[src/rtl/if_fetch_ctrl.sv]
// Instruction-fetch control: owns the fetch PC and drives a single-outstanding SRAM-like bus.
// Optional feature macro FETCH_ADEL_EN: misaligned fetch PCs become address-error slots.
`timescale 1ns/1ps
module if_fetch_ctrl #(
    parameter logic [31:0] RESET_PC = 32'hBFC0_0000
) (
    input  logic        clk,
    input  logic        rst,
    input  logic        if_id_stall,
    input  logic        if_id_refresh,
    input  logic        br_taken,
    input  logic [31:0] br_target,
    input  logic [31:0] redirect_pc,
    output logic        inst_req,
    output logic [31:0] inst_addr,
    input  logic        inst_addr_ok,
    input  logic        inst_data_ok,
    input  logic [31:0] inst_rdata,
    output logic        if_valid,
    output logic [31:0] if_pc,
    output logic [31:0] if_inst,
    output logic        if_adel
);

    typedef enum logic [1:0] {StRun, StAddr, StData} state_e;

    state_e      state_q, state_d;
    logic [31:0] pc_q, pc_d;
    logic [31:0] req_addr_q, req_addr_d;
    logic [31:0] out_pc_q, out_pc_d;
    logic [31:0] out_inst_q, out_inst_d;
    logic        cancel_q, cancel_d;
    logic        req_q, req_d;
    logic        valid_q, valid_d;
    logic        adel_q, adel_d;

    logic        redirect;
    logic [31:0] redirect_target;
    logic        slot_free;
    logic        misaligned;
    logic        fill;

    assign redirect        = if_id_refresh | br_taken;
    assign redirect_target = if_id_refresh ? redirect_pc : br_target;
    assign slot_free       = ~valid_q | ~if_id_stall;

`ifdef FETCH_ADEL_EN
    assign misaligned = (pc_q[1:0] != 2'b00);
`else
    assign misaligned = 1'b0;
`endif

    always_comb begin
        state_d    = state_q;
        pc_d       = pc_q;
        req_addr_d = req_addr_q;
        out_pc_d   = out_pc_q;
        out_inst_d = out_inst_q;
        cancel_d   = cancel_q;
        req_d      = req_q;
        valid_d    = valid_q;
        adel_d     = adel_q;
        fill       = 1'b0;

        unique case (state_q)
            StRun: begin
                if (!redirect && slot_free) begin
                    if (misaligned) begin
                        // Report the bad PC in place of an instruction; no bus access.
                        fill       = 1'b1;
                        out_pc_d   = pc_q;
                        out_inst_d = 32'h0;
                        adel_d     = 1'b1;
                    end else begin
                        req_addr_d = pc_q;
                        pc_d       = pc_q + 32'd4;
                        req_d      = 1'b1;
                        state_d    = StAddr;
                    end
                end
            end
            StAddr: begin
                // The request stays up until accepted; a redirect only marks it stale.
                if (inst_addr_ok) begin
                    req_d   = 1'b0;
                    state_d = StData;
                end
                if (redirect) begin
                    cancel_d = 1'b1;
                end
            end
            StData: begin
                if (inst_data_ok) begin
                    state_d  = StRun;
                    cancel_d = 1'b0;
                    if (!cancel_q && !redirect && !(valid_q && if_id_stall)) begin
                        fill       = 1'b1;
                        out_pc_d   = req_addr_q;
                        out_inst_d = inst_rdata;
                        adel_d     = 1'b0;
                    end
                end else if (redirect) begin
                    cancel_d = 1'b1;
                end
            end
            default: begin
                state_d = StRun;
            end
        endcase

        if (redirect) begin
            pc_d    = redirect_target;
            valid_d = 1'b0;
            adel_d  = 1'b0;
        end else if (fill) begin
            valid_d = 1'b1;
        end else if (!if_id_stall) begin
            valid_d = 1'b0;
            adel_d  = 1'b0;
        end
    end

    always_ff @(posedge clk) begin
        if (rst) begin
            state_q    <= StRun;
            pc_q       <= RESET_PC;
            req_addr_q <= 32'h0;
            out_pc_q   <= 32'h0;
            out_inst_q <= 32'h0;
            cancel_q   <= 1'b0;
            req_q      <= 1'b0;
            valid_q    <= 1'b0;
            adel_q     <= 1'b0;
        end else begin
            state_q    <= state_d;
            pc_q       <= pc_d;
            req_addr_q <= req_addr_d;
            out_pc_q   <= out_pc_d;
            out_inst_q <= out_inst_d;
            cancel_q   <= cancel_d;
            req_q      <= req_d;
            valid_q    <= valid_d;
            adel_q     <= adel_d;
        end
    end

    assign inst_req  = req_q;
    assign inst_addr = req_addr_q;
    assign if_valid  = valid_q;
    assign if_pc     = out_pc_q;
    assign if_inst   = out_inst_q;
    assign if_adel   = adel_q;

    // Issue only happens into a free slot, so a live delivery never meets a stalled full slot.
    assert property (@(posedge clk) disable iff (rst)
        (state_q == StData && inst_data_ok && !cancel_q && !redirect)
            |-> !(valid_q && if_id_stall));

endmodule
[config.mk]
export PLATFORM = sky130hd
export DESIGN_NAME = if_fetch_ctrl
export DESIGN_NICKNAME = d
export VERILOG_FILES = /design/src/rtl/if_fetch_ctrl.sv
export SDC_FILE = /design/constraint.sdc
export NUM_CORES = 1
export LEC_CHECK = 0
export ABC_CLOCK_PERIOD_IN_PS = 1800
export CAP_MARGIN = 40
export CORE_ASPECT_RATIO = 0.75
export CORE_MARGIN = 2
export CORE_UTILIZATION = 41
export DETAILED_ROUTE_END_ITERATION = 6
export GPL_TIMING_DRIVEN = 1
export PLACE_DENSITY = 0.77
export SYNTH_ARGS = -nofsm -noshare
export SYNTH_HDL_FRONTEND = slang
export SYNTH_SLANG_ARGS = --single-unit
[constraint.sdc]
create_clock -name clk -period 1.8 [get_ports clk]
set_clock_uncertainty 0.15 [all_clocks]
set_input_delay 0.27 -clock clk [delete_from_list [all_inputs] [get_ports clk]]
set_output_delay 0.27 -clock clk [all_outputs]
set_load 0.02 [all_outputs]
==> summary.json, run 1 <==
{
  "setup-violations-final": 41,
  "hold_path_startpoint": "rst",
  "gr-usage-all-layers_pct": 24.84,
  "crit_path_end_kind": "flop",
  "critPathMaxFanout": 9,
  "grt_start_max_net_pins": 44,
  "post_cts_hold_buffer_count": 0,
  "cp.arrival_ps": 2040,
  "synth_area_per_cell_um2": 8.035,
  "post_route_wl_mm": 20.39,
  "drv_slew": 0,
  "post-route-cell-area_um2": 9651,
  "ys_seq_elements": 134,
  "synth_mux_area_share_pct": 1.420,
  "final_period_minus_worst_setup_slack_ps": 1854,
  "post_synth_num_cell_types": 56,
  "max_freq_mhz": 539.3,
  "cpMaxStageDelayCell": "sky130_fd_sc_hd__dfxtp_2",
  "netlist_top_cells_area": "sky130_fd_sc_hd__dfxtp_1 (48%), sky130_fd_sc_hd__nand2_1 (15%), sky130_fd_sc_hd__a21oi_1 (9.8%), sky130_fd_sc_hd__xor2_1 (2.0%), sky130_fd_sc_hd__o22ai_1 (2.0%)",
  "timing.rr.start": "state_q[0]",
  "die-width_um": 139.4,
  "synth_top_cell_area_share_pct": 47.56,
  "status": "finished with violations",
  "crit_chain": "inv_2, buf_4, ha_4, nand3b_1, buf_6, nor2_4, buf_12, clkbuf_16, nand2_1, a21oi_1",
  "share_clk_of_total_power_pct": 40.1,
  "seq_power_share_pct": 38.0,
  "wl_per_cell_um": 17.52,
  "p_sw_share_pct": 28.77,
  "clock_tree.htree_level_count": 4,
  "fin_util_pct": 71.15,
  "net-switching-power_mw": 2.473,
  "antenna_found_initial": 0,
  "clk_pin_slew_ps": 60,
  "antenna_cells": 0,
  "synthesis.instances": 702,
  "ctsLongestPathBuffers": 2,
  "hold_path.class": "in2reg",
  "route.detailed.vias_per_inst": 5.309,
  "power_density_nw_per_um2": 890.9,
  "cts_root_buf": "sky130_fd_sc_hd__clkbuf_16",
  "static_leakage_nw": 4.477,
  "vias": 6180,
  "drtAntennaViolNets": 0,
  "combinational_family_with_the_most_area_after_synthesis": "simple AND/OR/NAND/NOR gates",
  "critical_path.startpoint_type": "flop",
  "synth.net_count": 811,
  "dpl.hpwl_mm": 12.80,
  "place_congestion": 0.8963,
  "area.growth.synth_to_final_pct": 71.10,
  "die_height_um": 105.6,
  "synth_top_cell_by_area": "sky130_fd_sc_hd__dfxtp_1",
  "cp_peak_stage_delay_ps": 320,
  "die_area_um2": 14720,
  "dpl_cell_area_um2": 8367,
  "slew_headroom_pct": 67.94,
  "timing.critical_path.required_ps": 1990,
  "cp_top_family": "buffers and inverters",
  "netlist_area_um2": 5640,
  "vdd_ir_drop_max_v": 0.0007995,
  "gr-total-overflow": 0,
  "synth-async-reset-ratio_pct": 0,
  "io-pin-count": 202,
  "tritoncts": "done",
  "synth-compound-area-share_pct": 19.06,
  "count_of_routing_violations_after_the_opening_detailed_route_iteration": 468,
  "final_setup_slack_of_the_worst_path_ps": -54.19,
  "share_comb_of_total_power_pct": 21.9,
  "portBuffers": 201,
  "cell_internal_pwr_mw": 6.124,
  "drt_drc": 0,
  "floorplan.core_area_um2": 13560,
  "synth_fa_ha_area_share_pct": 1.331,
  "final-hold-violation-count": 0,
  "finalNetCount": 1086,
  "fillerInstances": 1043,
  "worst-path-buf-inv": 5,
  "wire_length_of_the_first_global_routing_pass_mm": 29.16,
  "synth-xor-area-share_pct": 3.261,
  "timing.final.crit_share_pct": 103.0,
  "first_global_vias": 5726,
  "synth_seq_area_share_pct": 47.56,
  "critical_path.startpoint": "state_q[0]",
  "cap_violations": 0,
  "fin_total_pwr_mw": 8.598,
  "core.rowCount": 37,
  "placement.setup.worst_slack_ps": -479.2,
  "cts_buf_count": 17,
  "initial_utilization_pct": 41.58,
  "ys.flop_type": "sky130_fd_sc_hd__dfxtp_1",
  "clock_latency_late_sink_ps": 420,
  "worst_pin_slew_ps": 480.9,
  "drt_pre_antenna_iters": 5,
  "synth_simple_gate_area_share_pct": 23.11,
  "final.hold.worst_slack_ps": 63.99,
  "numClockSinks": 134,
  "synth_enable_flop_cells": 0,
  "final_layout_size_suffix_gt1_share_pct": 22.55,
  "rsz0062_at_grt": "yes",
  "synth.yosys.warnings": 0,
  "violated_checks": "setup timing",
  "crit_type": "reg2reg"
}
-- registers in the layout, summed over array words and instances, names as in the netlist --
signal and flops:
if_valid 1, if_inst 32, pc_q 32, inst_req 1
if_pc 32, if_adel 1, cancel_q 1, state_q 2
inst_addr 32
-- repair_timing --
item / CTS / global route
gates resized for setup: 74 / 122
pin swaps: 1 / 24
gates cloned: 1 / 11
buffers inserted: 2 / 7
setup endpoints to repair: 115 / 127
-- power groups by stage --
stage | Clock, mW | Combinational [mW] | Sequential, mW
after global placement | 0 | 1.59 | 3.31
after CTS | 3.47 | 1.67 | 3.26
after global routing | 3.61 | 2.02 | 3.29
after floorplan | 0 | 0.702 | 3.41
final | 3.45 | 1.89 | 3.27
after detailed placement | 0 | 1.61 | 3.32
-- kinds of logic after synthesis --
kind of cell | Yosys count
DFF | 134
muxes | 8
buffers and inverters | 55
adders and majority gates | 6
AOI/OAI and AO/OA | 183
xor gates and xnor gates | 21
and+or+nand+nor | 295
-- layer usage --
metal  vias to the layer above  GRT usage, %  share of wire, %
met5                         -             0                 0
met4                         0         8.658               2.0
met3                        35         7.360               8.4
met2                       259         39.08                47
met1                      2916         32.66                43
li1                       2970             -                 -
-- placed cells by master (no fill, tap or decap), types with 4 or more instances in the layout --
cell type                         synthesis  layout
sky130_fd_sc_hd__buf_4                    0      79
sky130_fd_sc_hd__xnor2_1                  8       6
sky130_fd_sc_hd__dfxtp_1                134     125
sky130_fd_sc_hd__nand3_2                  0       4
sky130_fd_sc_hd__o21ai_1                  3       7
sky130_fd_sc_hd__and3_1                   5       5
sky130_fd_sc_hd__nand4_1                  7       7
sky130_fd_sc_hd__nor3_4                   2       4
sky130_fd_sc_hd__clkdlybuf4s50_1          0     107
sky130_fd_sc_hd__o21ai_0                 11       7
sky130_fd_sc_hd__xor2_1                  13      12
sky130_fd_sc_hd__dfxtp_2                  0       7
sky130_fd_sc_hd__nand2_2                  0       6
sky130_fd_sc_hd__a21oi_1                111      71
sky130_fd_sc_hd__nor2_1                  25      23
sky130_fd_sc_hd__clkbuf_16                0      22
sky130_fd_sc_hd__buf_6                    1       8
sky130_fd_sc_hd__nand2_1                220     214
sky130_fd_sc_hd__dlygate4sd2_1            0      54
sky130_fd_sc_hd__nand3_1                 11       6
sky130_fd_sc_hd__clkinvlp_4               0       6
sky130_fd_sc_hd__buf_12                   0       8
sky130_fd_sc_hd__a22oi_1                  9       9
sky130_fd_sc_hd__inv_6                    0       4
sky130_fd_sc_hd__o22ai_1                 18      18
sky130_fd_sc_hd__a211oi_1                 5       5
sky130_fd_sc_hd__dlymetal6s2s_1           0      39
sky130_fd_sc_hd__mux2i_1                  8       8
sky130_fd_sc_hd__inv_1                    7       5
sky130_fd_sc_hd__a21oi_2                  0      40
-- metrics by stage --
step / instances / setup TNS (ps)
after floorplan: 702 / -17.03
after global placement: 1112 / -28710
after detailed placement: 1112 / -32960
after CTS: 1146 / -62.96
after global routing: 1164 / -5544
final: 1164 / -660.9
-- cell type report --
type,instances,area [um2],share of cell area (%)
clock buffer,18,429.2,4.447
clock inverter,13,148.9,1.543
inverter,8,30.03,0.3112
multi-input combinational,513,3067,31.78
sequential,134,2699,27.97
tap,175,219.0,2.269
timing repair buffer,303,3058,31.69
-- path summary, 6_finish.rpt --
path	to	slack, ps	cells past startpoint
worst max-delay path	if_inst[17]	-50	10
worst min-delay path	pc_q[13]	60	2
worst max register to register	if_inst[17]	-50	10
worst min register to register	if_inst[30]	300	2
-- Yosys cell counts, drive strengths merged (5+ instances only) --
library cell	count
clkbuf	23
nand4	10
nand2	220
o22ai	18
buf	24
inv	7
xor2	13
a22oi	10
nor2	28
a21oi	111
ha	6
and3	5
dfxtp	134
nor3	6
o21ai	14
nand3	11
mux2i	8
xnor2	8
a211oi	6
Power figures use the tool's default switching activity.
==> inputs of run 2 (changes only) <==
--- a/config.mk
+++ b/config.mk
@@ -12,6 +12,7 @@
 export CORE_UTILIZATION = 41
 export DETAILED_ROUTE_END_ITERATION = 6
 export GPL_TIMING_DRIVEN = 1
+export MAX_ROUTING_LAYER = met4
 export PLACE_DENSITY = 0.77
 export SYNTH_ARGS = -nofsm -noshare
 export SYNTH_HDL_FRONTEND = slang
==> summary.json, run 2 (synthesis results as in run 1) <==
{
  "clk_pin_slew_ps": 60,
  "vias": 6158,
  "crit_type": "reg2reg",
  "floorplan.core_area_um2": 13560,
  "layout.cells.most_common_list": "sky130_fd_sc_hd__nand2_1 (214), sky130_fd_sc_hd__dfxtp_1 (125), sky130_fd_sc_hd__clkdlybuf4s50_1 (108)",
  "timing.critical_path.required_ps": 1950,
  "r2r_setup_slack_ps": -50,
  "final_setup_slack_of_the_worst_path_ps": -45.10,
  "cts_buf_count": 17,
  "clock_latency_late_sink_ps": 430,
  "final_period_minus_worst_setup_slack_ps": 1845,
  "hold_path_startpoint": "rst",
  "numClockSinks": 134,
  "ctsLongestPathBuffers": 2,
  "final_layout_size_suffix_gt1_share_pct": 22.65,
  "post_route_wl_mm": 20.35,
  "clock_tree.htree_level_count": 4,
  "die-width_um": 139.4,
  "first_global_vias": 5725,
  "cap_violations": 0,
  "gr-total-overflow": 0,
  "net-switching-power_mw": 2.489,
  "cell_internal_pwr_mw": 6.124,
  "post_cts_hold_buffer_count": 0,
  "grt_start_max_net_pins": 44,
  "timing.rr.start": "pc_q[11]",
  "critPathMaxFanout": 4,
  "timing.rr.end": "pc_q[31]",
  "core.rowCount": 37,
  "final_instance_count_without_filler_cells": 1164,
  "initial_utilization_pct": 41.58,
  "cts_root_buf": "sky130_fd_sc_hd__clkbuf_16",
  "violated_checks": "setup timing",
  "static_leakage_nw": 4.459,
  "critical_path.startpoint": "pc_q[11]",
  "post-route-cell-area_um2": 9652,
  "dpl.hpwl_mm": 12.80,
  "drv_slew": 0,
  "placedCellCount": 1112,
  "vdd_ir_drop_max_v": 0.0007950,
  "dpl_cell_area_um2": 8367,
  "cp.arrival_ps": 2000,
  "reg2reg_depth": 6,
  "share_comb_of_total_power_pct": 21.9,
  "p_sw_share_pct": 28.90,
  "critical_path.startpoint_type": "flop",
  "antenna_found_initial": 0,
  "worstSetupEndpoint": "pc_q[31]",
  "tritoncts": "done",
  "wire_length_of_the_first_global_routing_pass_mm": 29.17,
  "share_clk_of_total_power_pct": 40.2,
  "worst_pin_slew_ps": 484.9,
  "area.growth.synth_to_final_pct": 71.12,
  "status": "finished with violations",
  "crit_path_end_kind": "flop",
  "wl_per_cell_um": 17.49,
  "count_of_routing_violations_after_the_opening_detailed_route_iteration": 483,
  "slew_headroom_pct": 67.67,
  "finalNetCount": 1086,
  "rsz0062_at_grt": "yes",
  "timing.setup.tns_ps": -486.4,
  "drt_pre_antenna_iters": 6,
  "io-pin-count": 202,
  "drt_drc": 0,
  "min_delay_path_depth": 2,
  "place_congestion": 0.9116,
  "gr-usage-all-layers_pct": 25.56,
  "antenna_cells": 0,
  "max_freq_mhz": 542.0,
  "final-hold-violation-count": 0,
  "drtAntennaViolNets": 0,
  "die_height_um": 105.6,
  "timing.final.crit_share_pct": 102.5,
  "route.detailed.vias_per_inst": 5.290,
  "setup-violations-final": 34,
  "die_area_um2": 14720,
  "portBuffers": 201,
  "hold_path.class": "in2reg",
  "most_frequent_standard_cell_in_the_layout_excluding_fill_and_tap_cells": "sky130_fd_sc_hd__nand2_1",
  "power_density_nw_per_um2": 892.4,
  "seq_power_share_pct": 37.9
}
-- run 2: metrics by stage --
step	setup WS (ps)	power [mW]	hold WS (ps)	utilization, %
5_1_grt	-139.8	8.926	68.39	71.16
2_1_floorplan	-17.03	4.108	238.7	-
4_1_cts	-62.96	8.404	49.25	66.31
3_5_place_dp	-479.2	4.931	296.1	61.68
3_3_place_gp	-367.7	4.905	291.2	61.68
6_report	-45.10	8.613	58.78	71.16
-- run 2: layout make-up --
type	count	area [um2]
sequential	134	2699
tap	175	219.0
clock inverter	13	148.9
timing repair buffer	303	3055
inverter	8	30.03
clock buffer	18	429.2
fill	1047	3913
multi-input combinational	513	3070
-- run 2: layer usage --
| metal | GRT usage (%) | vias up | share of wire (%) |
|---|---|---|---|
| li1 | - | 2959 | - |
| met1 | 33.23 | 2882 | 43 |
| met2 | 39.11 | 274 | 46 |
| met3 | 6.179 | 43 | 8.2 |
| met4 | 9.091 | 0 | 2.2 |
| met5 | - | - | 0 |
-- run 2: power by group through the flow --
stage	registers [mW]	clock network, mW	logic (mW)
floorplan	3.41	0	0.702
global placement	3.31	0	1.59
detailed placement	3.32	0	1.61
CTS	3.26	3.47	1.67
global route	3.29	3.62	2.02
finish	3.27	3.46	1.88
-- run 2: timing repair --
action                                 4_1_cts  5_1_grt
endpoints found under the hold margin        0        0
setup buffers                                2        7
setup endpoints to repair                  115      126
gates cloned                                 1       11
pin swaps                                    1       22
gates resized for setup                     74      122
-- run 2: how the worst min path moves through the flow --
stage	end	slack, ps
after floorplan	cancel_q	240
after global placement	if_inst[14]	290
after detailed placement	if_pc[24]	300
after CTS	pc_q[13]	50
after global routing	if_pc[13]	70
final	pc_q[13]	60
-- run 2: critical path: stages, from the launching register on --
cell	delay, ps
sky130_fd_sc_hd__dfxtp_1	390
sky130_fd_sc_hd__nand4_4	160
sky130_fd_sc_hd__nor4_4	420
sky130_fd_sc_hd__buf_4	170
sky130_fd_sc_hd__nand4_1	140
sky130_fd_sc_hd__mux2i_1	220
sky130_fd_sc_hd__o21ai_1	70
